**src/rtl/vga_axis_timer_pkg.sv**
```systemverilog
// Shared VGA timing constants: 640x480 default segment lengths and the
// cfg_addr field encodings used by every axis timer instance.
package vga_axis_timer_pkg;

    typedef enum logic [1:0] {
        CFG_VIS  = 2'd0,
        CFG_FP   = 2'd1,
        CFG_SYNC = 2'd2,
        CFG_BP   = 2'd3
    } cfg_field_e;

    // Slots of the precomputed boundary register set
    localparam int BND_VIS_LAST   = 0;
    localparam int BND_SYNC_FIRST = 1;
    localparam int BND_SYNC_LAST  = 2;
    localparam int BND_TOTAL_LAST = 3;

    localparam int H_VIS  = 640;
    localparam int H_FP   = 16;
    localparam int H_SYNC = 96;
    localparam int H_BP   = 48;

    localparam int V_VIS  = 480;
    localparam int V_FP   = 10;
    localparam int V_SYNC = 2;
    localparam int V_BP   = 33;

endpackage

```
**src/rtl/vga_axis_cfg.sv**
```systemverilog
// Pending/applied/boundary configuration registers for one timing axis, with
// write validation and the apply-time overflow check.
module vga_axis_cfg
    import vga_axis_timer_pkg::*;
#(
    parameter int WIDTH    = 12,
    parameter int DEF_VIS  = H_VIS,
    parameter int DEF_FP   = H_FP,
    parameter int DEF_SYNC = H_SYNC,
    parameter int DEF_BP   = H_BP
) (
    input  logic             clk,
    input  logic             nrst,
    input  logic             cfg_wr_i,
    input  logic [1:0]       cfg_addr_i,
    input  logic [WIDTH-1:0] cfg_data_i,
    input  logic             apply_i,
    output logic [WIDTH-1:0] vis_last_o,
    output logic [WIDTH-1:0] sync_first_o,
    output logic [WIDTH-1:0] sync_last_o,
    output logic [WIDTH-1:0] total_last_o,
    output logic             cfg_pending_o,
    output logic             cfg_err_o
);

    typedef logic [3:0][WIDTH-1:0] cfg_set_t;

    localparam cfg_set_t DEF_CFG = {WIDTH'(DEF_BP), WIDTH'(DEF_SYNC),
                                    WIDTH'(DEF_FP), WIDTH'(DEF_VIS)};
    localparam logic [WIDTH+1:0] ONE       = 1;
    localparam logic [WIDTH+1:0] MAX_TOTAL = {2'b01, {WIDTH{1'b0}}};

    cfg_set_t pend_q, pend_d;
    cfg_set_t app_q, app_d;
    cfg_set_t bnd_q, bnd_d;
    logic     err_q, err_d;

    logic [WIDTH+1:0] pend_sum;
    logic             apply_ok;
    logic             wr_reject;

    // Sums are formed two bits wider so an oversized mode cannot wrap silently.
    function automatic cfg_set_t calc_bounds(input cfg_set_t c);
        logic [WIDTH+1:0] v, f, s, b;
        cfg_set_t         r;
        v = {2'b00, c[CFG_VIS]};
        f = {2'b00, c[CFG_FP]};
        s = {2'b00, c[CFG_SYNC]};
        b = {2'b00, c[CFG_BP]};
        r[BND_VIS_LAST]   = WIDTH'(v - ONE);
        r[BND_SYNC_FIRST] = WIDTH'(v + f);
        r[BND_SYNC_LAST]  = WIDTH'(v + f + s - ONE);
        r[BND_TOTAL_LAST] = WIDTH'(v + f + s + b - ONE);
        return r;
    endfunction

    assign pend_sum = {2'b00, pend_q[CFG_VIS]} + {2'b00, pend_q[CFG_FP]}
                    + {2'b00, pend_q[CFG_SYNC]} + {2'b00, pend_q[CFG_BP]};
    assign apply_ok = (pend_sum <= MAX_TOTAL);

    assign wr_reject = cfg_wr_i && (cfg_data_i == '0)
                    && (cfg_addr_i == CFG_VIS || cfg_addr_i == CFG_SYNC);

    always_comb begin
        // NOTE: every next-state signal gets a default first so no path leaves it unassigned (no latch).
        pend_d = pend_q;
        app_d  = app_q;
        bnd_d  = bnd_q;
        err_d  = err_q;

        // Apply reads pend_q, so a write on the same edge waits for the next wrap.
        if (apply_i) begin
            if (apply_ok) begin
                app_d = pend_q;
                bnd_d = calc_bounds(pend_q);
            end else begin
                err_d = 1'b1;
            end
        end

        if (cfg_wr_i) begin
            if (wr_reject) err_d = 1'b1;
            else           pend_d[cfg_addr_i] = cfg_data_i;
        end
    end

    always_ff @(posedge clk) begin
        // NOTE: sequential state uses non-blocking assignments only.
        if (!nrst) begin
            pend_q <= DEF_CFG;
            app_q  <= DEF_CFG;
            bnd_q  <= calc_bounds(DEF_CFG);
            err_q  <= 1'b0;
        end else begin
            pend_q <= pend_d;
            app_q  <= app_d;
            bnd_q  <= bnd_d;
            err_q  <= err_d;
        end
    end

    assign vis_last_o    = bnd_q[BND_VIS_LAST];
    assign sync_first_o  = bnd_q[BND_SYNC_FIRST];
    assign sync_last_o   = bnd_q[BND_SYNC_LAST];
    assign total_last_o  = bnd_q[BND_TOTAL_LAST];
    assign cfg_pending_o = (pend_q != app_q);
    assign cfg_err_o     = err_q;

endmodule

```
**src/rtl/vga_axis_timer.sv**
```systemverilog
// Single-axis VGA timing counter: position counter plus combinational decode
// of active video, sync and boundary strobes against the applied mode.
module vga_axis_timer
    import vga_axis_timer_pkg::*;
#(
    parameter int WIDTH    = 12,
    parameter int DEF_VIS  = H_VIS,
    parameter int DEF_FP   = H_FP,
    parameter int DEF_SYNC = H_SYNC,
    parameter int DEF_BP   = H_BP,
    parameter bit SYNC_POL = 1'b0
) (
    input  logic             clk,
    input  logic             nrst,
    input  logic             advance,
    input  logic             cfg_wr,
    input  logic [1:0]       cfg_addr,
    input  logic [WIDTH-1:0] cfg_data,
    output logic [WIDTH-1:0] count,
    output logic             active,
    output logic             sync_out,
    output logic             cnt_zero,
    output logic             vis_end,
    output logic             sync_begin,
    output logic             sync_end,
    output logic             cnt_end,
    output logic             wrap,
    output logic             cfg_pending,
    output logic             cfg_err
);

    logic [WIDTH-1:0] count_q, count_d;
    logic [WIDTH-1:0] vis_last, sync_first, sync_last, total_last;
    logic             in_sync;

    vga_axis_cfg #(
        .WIDTH    (WIDTH),
        .DEF_VIS  (DEF_VIS),
        .DEF_FP   (DEF_FP),
        .DEF_SYNC (DEF_SYNC),
        .DEF_BP   (DEF_BP)
    ) u_cfg (
        .clk           (clk),
        .nrst          (nrst),
        .cfg_wr_i      (cfg_wr),
        .cfg_addr_i    (cfg_addr),
        .cfg_data_i    (cfg_data),
        .apply_i       (wrap),
        .vis_last_o    (vis_last),
        .sync_first_o  (sync_first),
        .sync_last_o   (sync_last),
        .total_last_o  (total_last),
        .cfg_pending_o (cfg_pending),
        .cfg_err_o     (cfg_err)
    );

    always_comb begin
        count_d = count_q;
        if (advance) count_d = cnt_end ? '0 : count_q + 1'b1;
    end

    always_ff @(posedge clk) begin
        if (!nrst) count_q <= '0;
        else       count_q <= count_d;
    end

    assign count      = count_q;
    assign cnt_zero   = (count_q == '0);
    assign vis_end    = (count_q == vis_last);
    assign sync_begin = (count_q == sync_first);
    assign sync_end   = (count_q == sync_last);
    assign cnt_end    = (count_q == total_last);
    assign wrap       = advance & cnt_end;
    assign active     = (count_q <= vis_last);

    // Sync window is inclusive of both precomputed endpoints.
    assign in_sync    = (count_q >= sync_first) && (count_q <= sync_last);
    assign sync_out   = in_sync ? SYNC_POL : ~SYNC_POL;

endmodule

```
**config.mk**
```make
export PLATFORM = sky130hd
export DESIGN_NAME = vga_axis_timer
export DESIGN_NICKNAME = d
export VERILOG_FILES = /design/src/rtl/vga_axis_timer_pkg.sv /design/src/rtl/vga_axis_cfg.sv /design/src/rtl/vga_axis_timer.sv
export SDC_FILE = /design/constraint.sdc
export NUM_CORES = 1
export LEC_CHECK = 0
export ABC_AREA = 1
export CAP_MARGIN = 10
export CORE_AREA = 2 2 136 138
export CTS_BUF_LIST = sky130_fd_sc_hd__clkbuf_4 sky130_fd_sc_hd__clkbuf_8
export DETAILED_ROUTE_END_ITERATION = 7
export DIE_AREA = 0 0 138 140
export PLACE_DENSITY_LB_ADDON = 0.08
export SKIP_LAST_GASP = 1
export SLEW_MARGIN = 20
export SYNTH_ARGS = -nofsm -noshare
export SYNTH_HDL_FRONTEND = slang
export SYNTH_SLANG_ARGS = --single-unit
export TNS_END_PERCENT = 50
```
**constraint.sdc**
```tcl
create_clock -name clk -period 4.1 [get_ports clk]
set_clock_uncertainty 0.15 [all_clocks]
set_input_delay 0.82 -clock clk [delete_from_list [all_inputs] [get_ports clk]]
set_output_delay 0.82 -clock clk [all_outputs]
set_load 0.01 [all_outputs]
```
* Word level (Yosys, flattened, before mapping)
Cells that the tools add are included.
** Word-level totals
- Register bits :: 157
- Latch bits :: 0
- Bits in writable memories :: 0
- ROM bits :: 0
- Output and inout port bits :: 22
- Word-level logic and storage cells :: 54
- Memories :: 0
** Cells by class
- Add/subtract/negate cells :: 7
- Multiply operators :: 0
- Divide/modulo/power cells :: 0
- Order comparisons :: 6
- Equal/unequal tests :: 6
- Shifts and indexed selects :: 0
- Muxes and demuxes :: 9
- Bitwise logic cells :: 2
- Reductions and logical operators :: 10
** Operators by type and width (count)
- $bwmux W48 :: 1
- $eq A12 B12 Y1 :: 4
- $ne A48 B48 Y1 :: 1
- $sub A12 B1 Y12 const B :: 3
- $demux W12 S2 :: 1
- $le A12 B12 Y1 :: 2
- $logic_not A12 Y1 :: 2
- $mux W12 :: 2
- $add A13 B12 Y14 :: 1
- $add A14 B12 Y14 :: 1
- $le A14 B13 Y1 const B :: 1
- $add A12 B12 Y13 :: 1
- $add A12 B1 Y12 const B :: 1
- $ge A12 B12 Y1 :: 1
- $mux W1 :: 5
- $logic_and A1 B1 Y1 :: 4
- $reduce_and A2 Y1 :: 2
- $lt A2 B3 Y1 const B :: 1
- $eq A2 B2 Y1 const B :: 1
- $ge A2 B1 Y1 const B :: 1
- $logic_not A2 Y1 :: 1
- $and A1 B1 Y1 :: 1
- $logic_or A1 B1 Y1 :: 1
- $not A1 Y1 :: 1

* Longest topological paths before layout
- Depth after elaboration :: 8
- Gate-level depth with buffers :: 35

* Modules after synthesis
Synthesis repeated with hierarchy kept, for this count alone.
** Second synthesis, totals
- Cells, all modules :: 1627
- Area, all modules :: 10497.6 um^2
** By module, submodules not included
- vga_axis_cfg :: times used 1, cells an instance 1347, area each 8755.9 um^2, sequential area each 2902.8 um^2
- vga_axis_timer :: times used 1, cells an instance 280, area each 1741.7 um^2, sequential area each 240.2 um^2

* Worst setup path after synthesis
OpenSTA, ideal clock, no wires.
- Path type :: register to register
- Start point :: register u_cfg.pend_q[0] in the netlist's numbering
- End point :: register u_cfg.bnd_q, in the netlist u_cfg.sync_first_o[9]
- Setup time :: 0.130 ns
- Arrival :: 4.149 ns
- Path slack :: -0.329 ns
- Cell stages (with the launch flop) :: 31
- Buffers on the path :: 2
- Period minus slack after synthesis :: 4.429 ns
- Path through :: dfxtp_1 -> ha_1 -> fa_1 -> nand3_1 -> nand2_1 -> a21boi_0 -> xnor2_1 -> ha_1 -> nand2_1 -> inv_1 -> nand2_1 -> nand2_1 -> inv_1 -> nand2_1 -> xnor2_1 -> inv_1 -> ha_1 -> nand2_1 -> nand2_1 -> a21oi_1 -> nand3_1 -> nand2_1 -> nand2_1 -> nor2_1 -> nand4_1 -> nand2_2 -> nand3_4 -> buf_6 -> buf_6 -> nand2_1 -> nand3_1
** On the way
- Cells in the longest elaborated chain, start to end :: 5
** RTL lines
- start: declaration :: line vga_axis_cfg.sv:33 : cfg_set_t pend_q, pend_d;
- start signal: assignment :: line vga_axis_cfg.sv:95 : pend_q <= pend_d;
- $add A12 B12 Y13 * :: line vga_axis_cfg.sv:51 : r[BND_SYNC_FIRST] = WIDTH'(v + f);
- $add A13 B12 Y14
- $add A14 B12 Y14
- $le A14 B13 Y1 :: line vga_axis_cfg.sv:59 : assign apply_ok = (pend_sum <= MAX_TOTAL);
- $reduce_and A2 Y1 (no line)
- end signal: assignment :: line vga_axis_cfg.sv:92 : bnd_q <= calc_bounds(DEF_CFG);
- end signal: assignment :: line vga_axis_cfg.sv:97 : bnd_q <= bnd_d;
- end: declaration :: line vga_axis_cfg.sv:35 : cfg_set_t bnd_q, bnd_d;
Every way passes the cells marked *; elsewhere a longest branch is shown, timed or not.
A chain may end at the register's enable or synchronous reset.

* Final worst setup path
- Start point :: register u_cfg.pend_q[12] in the netlist's numbering
- End point :: register u_cfg.bnd_q, in the netlist u_cfg.sync_last_o[11]
** On the way
- Cells in the longest elaborated chain, start to end :: 5
- Elaborated cells on any way between the ends :: 6
- Those cells by class :: 4 x add/sub; 1 x order compare; 1 x reduce/logical
** RTL lines
- $add A12 B12 Y13 * :: line vga_axis_cfg.sv:52 : r[BND_SYNC_LAST] = WIDTH'(v + f + s - ONE);
- $add A13 B12 Y14 * :: line vga_axis_cfg.sv:52
- $add A14 B12 Y14
- $le A14 B13 Y1 :: line vga_axis_cfg.sv:59
- $reduce_and A2 Y1 (no line)
Marks and branches as above.

==> metrics.yaml <==
yosysUniqueCellTypes: 46
post-place-cells: 1850
grt_use_total: 0.3428
syn2layout_area_growth_pct: 35.11
ant_nets: 0
antenna_found_initial: 0
grt_pass1_wl_um: 53560
htreeDepth: 4
grt_setup_unrepaired: "true"
hold_viol: 0
cts_tree: "yes"
wire_per_inst_um: 17.62
die-area_mm2: 0.01932
boundaryPins: 40
drt_iter0_drc: 934
critical_path_arrival_ns: 4.84
crit_path_max_incr_delay_ns: 0.42
fp.dieH_um: 140
cts_buffers: 17
outcome: "finished with violations"
power_density_mw_per_mm2: 338.4
cts_root_buf: "clkbuf_8"
worstSetupPathType: "flop to flop"
final_cell_mix: "nand2_1, buf_4, inv_1"
path_clk_slew_ns: 0.10
port_buffers: 39
yosys_warnings: 0
power.leakage_uw: 0.006426
finalCriticalPeriod_ns: 4.606
routed_wl_um: 34250
cp-end-kind: "flop"
crit_top_cell: "buf_4"
hpwl_um: 23350
peakVddDrop_mv: 0.2512
setup_tns_ns: -40.92
reg2reg_slack_ns: -0.51
core_area_mm2: 0.01778
place_congestion: 0.9402
async_flop_share: 0
clockBufferDepth: 2
final_cells: 1944
hold_path.class: "flop to flop"
nets: 1801
nFillCells: 1289
ys_seq_area_frac: 0.3100
post-place-ws_ns: -0.4845
first_pass_iters: 5
drv_slew: 0
mostFrequentLayoutCell: "nand2_1"
slowest_stage: "fa_2"
whs_ns: 0.3230
finalCritPeriodShare: 1.124
ys_ff_latch: 157
cts.sinks: 157
viasPerCell: 5.693
die_x_um: 138
cp_max_fo: 4
synth_nets: 1573
violations: "setup timing"
max_cap_viol_count: 0
syn_avg_cell_area_um2: 6.879
worst_slack_ns: -0.5064
synth_ff_type: "dfxtp_1"
cts_hold_buf: 0
num_antenna_cells: 0
first_global_vias: 10560
finalPower_uw: 4636
tightestPinTransition_ns: 0.9544
cp-start-kind: "flop"
cp.required_ns: 4.33
drc_errors: 0
grt_max_degree: 49
drive_gt1_frac: 0.2408
syn-instance-count: 1474
synth_area_mm2: 0.01014
grt_overflow: 0
slew_headroom: 0.3588
rows: 49
synth_edf_count: 0
initial_core_util: 0.5703
setup_viol_count_final: 97
num_vias: 11070
clock_latency_ns: 0.48
clock.fmax_mhz: 217.1
==> where the power goes <==
group | switching [uW] | internal (uW) | total [uW]
Clock | 683 | 510 | 1190
Sequential | 39.6 | 1550 | 1590
Combinational | 939 | 916 | 1860
==> through the flow <==
stage | utilization | area [um2]
finish | 0.7705 | 13700
global route | 0.7705 | 13700
CTS | 0.7534 | 13400
detailed placement | 0.6795 | 12080
global placement | 0.6795 | 12080
floorplan | - | 10350
==> cell usage after synthesis, types with 2 or more instances <==
library cell	n	area (um2)
xor2_1	33	289.0
a21oi_1	107	535.5
inv_1	170	638.1
clkbuf_1	29	108.9
nor4_1	9	56.30
o21ai_0	49	245.2
inv_2	5	18.77
dfxtp_1	157	3143
nand2_1	348	1306
nand3_1	100	500.5
nor3b_1	3	22.52
o2111ai_1	2	17.52
buf_4	3	22.52
ha_1	78	975.9
nand2_2	4	25.02
buf_2	18	90.09
nand4_1	104	650.6
buf_1	6	22.52
nor2_1	130	488.0
a31o_2	2	17.52
nor3_1	20	100.1
o211ai_1	4	30.03
buf_6	5	56.30
nor2_2	2	12.51
fa_1	3	60.06
xnor2_1	55	481.7
nand3b_1	9	67.56
==> layer usage <==
metal	part of all wire	wire length, um	global-route usage
met1	0.41	14040	0.4329
met2	0.47	16050	0.5860
met3	0.072	2483	0.05402
met4	0.049	1684	0.1423
met5	0	0	0
==> worst max-delay path, delay by kind of cell, from the launching register on <==
family | cells | cell delay (ns)
adders and majority gates | 3 | 0.87
buffers and inverters | 15 | 1.67
xor gates and xnor gates | 1 | 0.18
AOI/OAI and AO/OA | 1 | 0.19
and+or+nand+nor | 16 | 1.08
DFF | 1 | 0.35
==> sequential cells by signal (all words and copies together) (netlist names) <==
name	cells
count	12
u_cfg.sync_last_o	12
u_cfg.pend_q	48
u_cfg.app_q	48
u_cfg.sync_first_o	12
u_cfg.vis_last_o	12
u_cfg.cfg_err_o	1
u_cfg.total_last_o	12
==> kinds of logic after synthesis <==
kind of cell | Yosys count | share of synthesized area
simple gates | 736 | 0.3254
buf+inv | 237 | 0.09477
compound gates | 175 | 0.09169
flops | 157 | 0.3100
xor+xnor | 88 | 0.07601
fa+ha+maj | 81 | 0.1022
==> final cells by class <==
cell class                      count  area [um2]  area share
Clock buffer                       18       241.5     0.01763
Clock inverter                     14       152.6     0.01114
Inverter                          176       660.6     0.04822
Multi-Input combinational cell   1080        6686      0.4881
Sequential cell                   157        3158      0.2305
Tap cell                          229       286.5     0.02092
Timing Repair Buffer              270        2514      0.1835
==> worst paths after layout <==
| path | from | to | depth (start not counted) |
|---|---|---|---|
| worst min-delay path | u_cfg.sync_last_o[0] | u_cfg.sync_last_o[0] | 2 |
| worst max register to register | u_cfg.pend_q[12] | u_cfg.sync_last_o[11] | 36 |
| worst max-delay path | u_cfg.pend_q[12] | u_cfg.sync_last_o[11] | 36 |
| worst min register to register | u_cfg.sync_last_o[0] | u_cfg.sync_last_o[0] | 2 |
==> what timing repair did <==
item | in CTS | in global routing
resized for setup | 88 | 46
pin swaps | 37 | 45
buffers inserted | 47 | 4
setup endpoints to repair | 97 | 97
cloned | 6 | 6
No activity file was read; power rests on OpenSTA's default activity.
